File: config.mk
export PLATFORM = sky130hd
export DESIGN_NAME = lsb_embed
export DESIGN_NICKNAME = d
export VERILOG_FILES = /design/src/rtl/lsb_stego_pkg.sv /design/src/rtl/lsb_bit_serializer.sv /design/src/rtl/lsb_embed.sv
export SDC_FILE = /design/constraint.sdc
export NUM_CORES = 1
export LEC_CHECK = 0
export CAP_MARGIN = 25
export CORE_MARGIN = 5
export CORE_UTILIZATION = 44
export DETAILED_ROUTE_END_ITERATION = 10
export GPL_ROUTABILITY_DRIVEN = 0
export PLACE_DENSITY = 0.82
export SYNTH_ARGS = -nofsm -noshare
export SYNTH_HDL_FRONTEND = slang
export SYNTH_SLANG_ARGS = --single-unit
File: constraint.sdc
create_clock -name clk -period 1.85 [get_ports clk]
set_input_delay 0.185 -clock clk [delete_from_list [all_inputs] [get_ports clk]]
set_output_delay 0.185 -clock clk [all_outputs]
set_load 0.05 [all_outputs]
File: src/rtl/lsb_stego_pkg.sv
// lsb_stego_pkg: shared defaults, FSM states and terminator byte for lsb_embed
// (LSB_EMBED_TERMINATOR_EN adds the TERM state)
package lsb_stego_pkg;
   localparam int         PIXEL_W_DEF      = 16;
   localparam int         FRAME_PIXELS_DEF = 41420;
   localparam logic [7:0] TERM_BYTE        = 8'h00;
`ifdef LSB_EMBED_TERMINATOR_EN
   typedef enum logic [2:0] {S_IDLE, S_FETCH, S_EMBED, S_TERM, S_PASS} state_t;
`else
   typedef enum logic [1:0] {S_IDLE, S_FETCH, S_EMBED, S_PASS} state_t;
`endif
endpackage

File: src/rtl/lsb_bit_serializer.sv
// lsb_bit_serializer: holds the current message byte and yields its bits MSB-first, one per accepted pixel
module lsb_bit_serializer (
   input  logic       clk,
   input  logic       rst_n,
   input  logic       i_load,
   input  logic [7:0] i_byte,
   input  logic       i_last,
   input  logic       i_shift,
   output logic       o_bit,
   output logic       o_idx_zero,
   output logic       o_last
);
   logic [7:0] r_byte;
   logic [2:0] r_idx;
   logic       r_last;
   always_ff @(posedge clk or negedge rst_n)
      if (!rst_n) begin
         r_byte <= '0;
         r_idx  <= '0;
         r_last <= 1'b0;
      end else if (i_load) begin
         r_byte <= i_byte;
         r_idx  <= 3'd7;
         r_last <= i_last;
      end else if (i_shift) begin
         r_idx  <= r_idx - 3'd1;
      end
   assign o_bit      = r_byte[r_idx];
   assign o_idx_zero = (r_idx == 3'd0);
   assign o_last     = r_last;
endmodule

File: src/rtl/lsb_embed.sv
// lsb_embed: embeds a message byte stream MSB-first into cover pixel LSBs, one bit per pixel
// LSB_EMBED_TERMINATOR_EN appends a 0x00 terminator byte after the final message byte
module lsb_embed
   import lsb_stego_pkg::*;
#(
   parameter int PIXEL_W      = PIXEL_W_DEF,
   parameter int FRAME_PIXELS = FRAME_PIXELS_DEF
) (
   input  logic               clk,
   input  logic               rst_n,
   input  logic               start,
   input  logic               pix_in_valid,
   output logic               pix_in_ready,
   input  logic [PIXEL_W-1:0] pix_in_data,
   input  logic               msg_valid,
   output logic               msg_ready,
   input  logic [7:0]         msg_data,
   input  logic               msg_last,
   output logic               pix_out_valid,
   input  logic               pix_out_ready,
   output logic [PIXEL_W-1:0] pix_out_data,
   output logic               busy,
   output logic               done,
   output logic               overflow
);
   localparam int               CNT_W    = (FRAME_PIXELS > 1) ? $clog2(FRAME_PIXELS) : 1;
   localparam logic [CNT_W-1:0] LAST_PIX = CNT_W'(FRAME_PIXELS - 1);

   state_t               r_state, w_state_seq, w_state_nxt;
   logic [CNT_W-1:0]     r_cnt;
   logic                 r_out_valid, r_done, r_ovf;
   logic [PIXEL_W-1:0]   r_out_data;
   logic                 w_embed, w_accept, w_msg_acc, w_frame_end, w_byte_done;
   logic                 w_bit, w_idx_zero, w_last, w_load, w_load_last;
   logic [7:0]           w_load_byte;

`ifdef LSB_EMBED_TERMINATOR_EN
   localparam state_t S_AFTER_MSG = S_TERM;
   assign w_embed     = (r_state == S_EMBED) || (r_state == S_TERM);
   // the terminator is loaded as a final byte the moment the last message bit goes out
   assign w_load      = w_msg_acc || ((r_state == S_EMBED) && w_byte_done && w_last);
   assign w_load_byte = w_msg_acc ? msg_data : TERM_BYTE;
   assign w_load_last = w_msg_acc ? msg_last : 1'b1;
`else
   localparam state_t S_AFTER_MSG = S_PASS;
   assign w_embed     = (r_state == S_EMBED);
   assign w_load      = w_msg_acc;
   assign w_load_byte = msg_data;
   assign w_load_last = msg_last;
`endif

   assign pix_in_ready  = (w_embed || (r_state == S_PASS)) && (!r_out_valid || pix_out_ready);
   assign msg_ready     = (r_state == S_FETCH);
   assign busy          = (r_state != S_IDLE);
   assign done          = r_done;
   assign overflow      = r_ovf;
   assign pix_out_valid = r_out_valid;
   assign pix_out_data  = r_out_data;

   assign w_accept    = pix_in_valid && pix_in_ready;
   assign w_msg_acc   = msg_valid && msg_ready;
   assign w_frame_end = w_accept && (r_cnt == LAST_PIX);
   assign w_byte_done = w_accept && w_embed && w_idx_zero;

   lsb_bit_serializer u_ser (
      .clk        (clk),
      .rst_n      (rst_n),
      .i_load     (w_load),
      .i_byte     (w_load_byte),
      .i_last     (w_load_last),
      .i_shift    (w_accept && w_embed),
      .o_bit      (w_bit),
      .o_idx_zero (w_idx_zero),
      .o_last     (w_last)
   );

   always_comb begin
      w_state_seq = r_state;
      case (r_state)
         S_IDLE:  if (start) w_state_seq = S_FETCH;
         S_FETCH: if (w_msg_acc) w_state_seq = S_EMBED;
         S_EMBED: if (w_byte_done) w_state_seq = w_last ? S_AFTER_MSG : S_FETCH;
`ifdef LSB_EMBED_TERMINATOR_EN
         S_TERM:  if (w_byte_done) w_state_seq = S_PASS;
`endif
         default: ;
      endcase
      w_state_nxt = w_frame_end ? S_IDLE : w_state_seq;
   end

   // the frame ends cleanly only if the message (and terminator) would have reached PASS
   always_ff @(posedge clk or negedge rst_n)
      if (!rst_n) begin
         r_state     <= S_IDLE;
         r_cnt       <= '0;
         r_out_valid <= 1'b0;
         r_out_data  <= '0;
         r_done      <= 1'b0;
         r_ovf       <= 1'b0;
      end else begin
         r_state <= w_state_nxt;
         r_done  <= w_frame_end;
         if ((r_state == S_IDLE) && start) begin
            r_cnt <= '0;
            r_ovf <= 1'b0;
         end else if (w_accept) begin
            r_cnt <= w_frame_end ? '0 : r_cnt + CNT_W'(1);
            if (w_frame_end && (w_state_seq != S_PASS)) r_ovf <= 1'b1;
         end
         if (w_accept) begin
            r_out_valid <= 1'b1;
            r_out_data  <= w_embed ? {pix_in_data[PIXEL_W-1:1], w_bit} : pix_in_data;
         end else if (pix_out_ready) begin
            r_out_valid <= 1'b0;
         end
      end
endmodule

==> impl_metrics.toml <==
[clocking]
cts_made_buffers = 5
htreeDepth = 2
clkLatencyLatePin_ns = 0.31
cts_tree = "yes"
cts_root_buf = "clkbuf_8"
clock_sinks = 49
cts_buffer_depth = 2
clkTransAtPathRegs_ns = 0.10

[setup_path]
regToRegSetupSlack_ns = 0.03
crit_cells = 6
cpPeakStageDelay_ns = 0.55
crit_required_ns = 2.09
crit_chain = "or4_4 > nor4_4 > buf_4 > and2_4 > o21ai_0 > a21oi_1"
cp_slowest_cell = "or4_4"
ff2ff_path_depth = 6
crit_type = "reg -> reg"
worst-path-buf-inv = 1
end_kind = "register"
crit_path_start_kind = "register"
crit_family = "simple AND/OR/NAND/NOR gates"
critPathMaxFanout = 5
cp.arrival_ns = 2.06

[yosys]
ys_types = 43
synth_edf_count = 0
synthCells = 223
yosys.area.top_type = "dfrtp_1"
yosysWarnings = 0
ys_seq_area_frac = 0.535
yosysTopAreaCellShare = 0.535
syn_area_um2 = 2290
yosys_most_used_dff = "dfrtp_1"
synth_fp_nets = 257
synth_seq_cells = 49
syn_avg_cell_area_um2 = 10.3
synthTopCellsByArea = "dfrtp_1, nand2_1, mux2_2, xnor2_1, nor2_1"
synth-async-reset-ratio = 1.00

[sta]
fin_tns_setup_ns = 0
clock_skew_ns = 0.00869
max_slew_margin = 0.608
final-hold-violation-count = 0
fin_crit_ns = 1.82
worst_pin_slew_ns = 0.588
setup_violations = 0
drv_slew = 0
finalCritPeriodShare = 0.983
fmax_ghz = 0.550

[pwr]
peakVddDrop_v = 0.000895
pwr-share-seq = 0.379
switchingPower_w = 0.00171
combPwrFrac = 0.415
p_leak_nw = 1.43
power_frac_clock = 0.206
power_w = 0.00446
power.density_nw_per_um2 = 1390
p_sw_frac = 0.382
p_int_w = 0.00275

[floorplan]
io_pins = 53
num_rows = 26
start_util = 0.451
die_area_um2 = 6750
core_area_um2 = 5070
die_height_um = 82.2
fp.dieW_um = 82.2

[grt]
grt-ovfl-total = 0
grt_pass1_wl_um = 9180
antenna_found_initial = 0
grtUsageTotal = 0.179
grt_max_degree = 27
grt_pass1_vias = 1951

[place]
dp_hpwl_um = 3820
port_buffers = 52
dp.cells = 354
post_dp_cell_area_um2 = 3000

[finish]
nNetsFinal = 331
diodes = 0
design_area_um2 = 3210
post-route-util = 0.633
syn_to_final_growth_pct = 40.1
drive_above_1_share = 0.198
fillers = 425
stdcell_count = 368

[routing]
viasPerCell = 5.15
finalWirelength_um = 5420
drc_errors = 0
routedWlPerCell_um = 14.7
vias = 1894
detail-route-antenna-nets = 0
drtIter0Drc = 160
first_pass_iters = 4

[run_status]
status = "finished clean"

[worst_hold_path]
min_delay_path_depth = 3
hold_path.class = "in -> reg"

[flow_run]
maxCapViolations = 0
==> through the flow <==
step	setup slack [ns]	hold WS, ns
2_1_floorplan	0.0385	-0.111
3_3_place_gp	-0.153	0.216
3_5_place_dp	-0.241	0.220
4_1_cts	0.0294	0.378
5_1_grt	-0.0509	0.384
6_report	0.0319	0.391
==> cells by family (layout without fill, tap and decap cells) <==
| family | count (synthesis) | after routing | share of synthesized area |
|---|---|---|---|
| buffers and inverters | 12 | 86 | 0.0246 |
| muxes | 14 | 14 | 0.0776 |
| adders and majority gates | 3 | 3 | 0.0164 |
| DFF | 49 | 49 | 0.535 |
| xor gates and xnor gates | 12 | 12 | 0.0459 |
| AOI/OAI and AO/OA | 19 | 19 | 0.0508 |
| and+or+nand+nor | 114 | 115 | 0.250 |
==> area by class of cell <==
| cell class | instances | area (um^2) | area share |
|---|---|---|---|
| well taps | 70 | 87.6 | 0.0273 |
| clock inverters | 3 | 68.8 | 0.0214 |
| multi-input cells | 163 | 1050 | 0.326 |
| inverters | 5 | 18.8 | 0.00585 |
| repair buffers | 73 | 693 | 0.216 |
| clock buffers | 5 | 68.8 | 0.0214 |
| flip-flops and latches | 49 | 1230 | 0.382 |
==> layer usage <==
layer  up-vias  track usage  part of all wire
met5         -            0                 0
met4         0       0.0465             0.010
met3         8       0.0672             0.064
met2        55        0.304              0.51
met1       919        0.212              0.42
li1        912            -                 -
==> synthesized netlist by cell type (2+ instances only) <==
library cell	count
nand2_1	56
dfrtp_1	49
nor2_1	16
mux2_2	10
xnor2_1	10
nand3_1	8
o21ai_0	7
inv_1	5
nand4_1	5
nor4_1	5
a21oi_1	4
nor3_1	4
buf_2	3
ha_1	3
a31oi_1	2
clkbuf_1	2
mux2i_1	2
mux4_2	2
nand4bb_1	2
nor2_2	2
nor2b_1	2
nor4b_1	2
xor2_1	2
==> worst register-to-register path: cells and delay by family, from the launching register on <==
kind | cells | cell delay, ns
AO/OA/AOI/OAI | 2 | 0.28
AND/OR/NAND/NOR | 3 | 0.91
flip-flops | 1 | 0.40
buffers and inverters | 1 | 0.17
==> registers in the layout, indices dropped and copies added (netlist names) <==
name           count
u_ser.r_byte       8
r_state            2
u_ser.o_last       1
overflow           1
u_ser.r_idx        3
r_cnt             16
pix_out_data      16
done               1
pix_out_valid      1
==> final timing paths <==
kind	endpoint	start
hold / removal	pix_out_data[3]	pix_in_data[3]
hold reg to reg	pix_out_data[10]	pix_out_data[10]
setup / recovery	overflow	r_cnt[12]
max in group asynchronous	u_ser.r_idx[1]	rst_n
setup reg to reg	overflow	r_cnt[12]
min in group asynchronous	r_cnt[13]	rst_n
==> power by group through the flow <==
stage | clock network, W | logic [W] | registers [W]
floorplan | 0 | 0.000755 | 0.00208
global placement | 0 | 0.00174 | 0.00167
detailed placement | 0 | 0.00178 | 0.00170
CTS | 0.000933 | 0.00182 | 0.00167
global route | 0.000984 | 0.00200 | 0.00175
finish | 0.000920 | 0.00185 | 0.00169
==> cells in the final DEF (no fill, tap or decap), types with 2 or more instances in the layout <==
cell             instances
mux4_2                   2
buf_12                   2
xor2_1                   2
bufinv_16                2
nor2_2                   2
a21oi_1                  4
o21ai_0                  7
nor3_1                   4
buf_4                   21
nand2_1                 56
inv_1                    5
xnor2_1                 10
dfrtp_1                 49
or2b_4                   2
clkdlybuf4s50_1         48
nand4_1                  5
nor4_1                   5
mux2_2                  10
clkbuf_8                 5
nor2_1                  16
ha_1                     2
nand4bb_1                2
mux2i_1                  2
nand3_1                  8
==> timing repair <==
action,in CTS,in global routing
hold buffers,1,0
setup buffers,1,3
gates resized for setup,0,5
gates cloned,0,1
endpoints found under the setup margin,3,16
endpoints found under the hold margin,24,0
pin swaps,0,0
No activity file was read; power rests on OpenSTA's default activity.
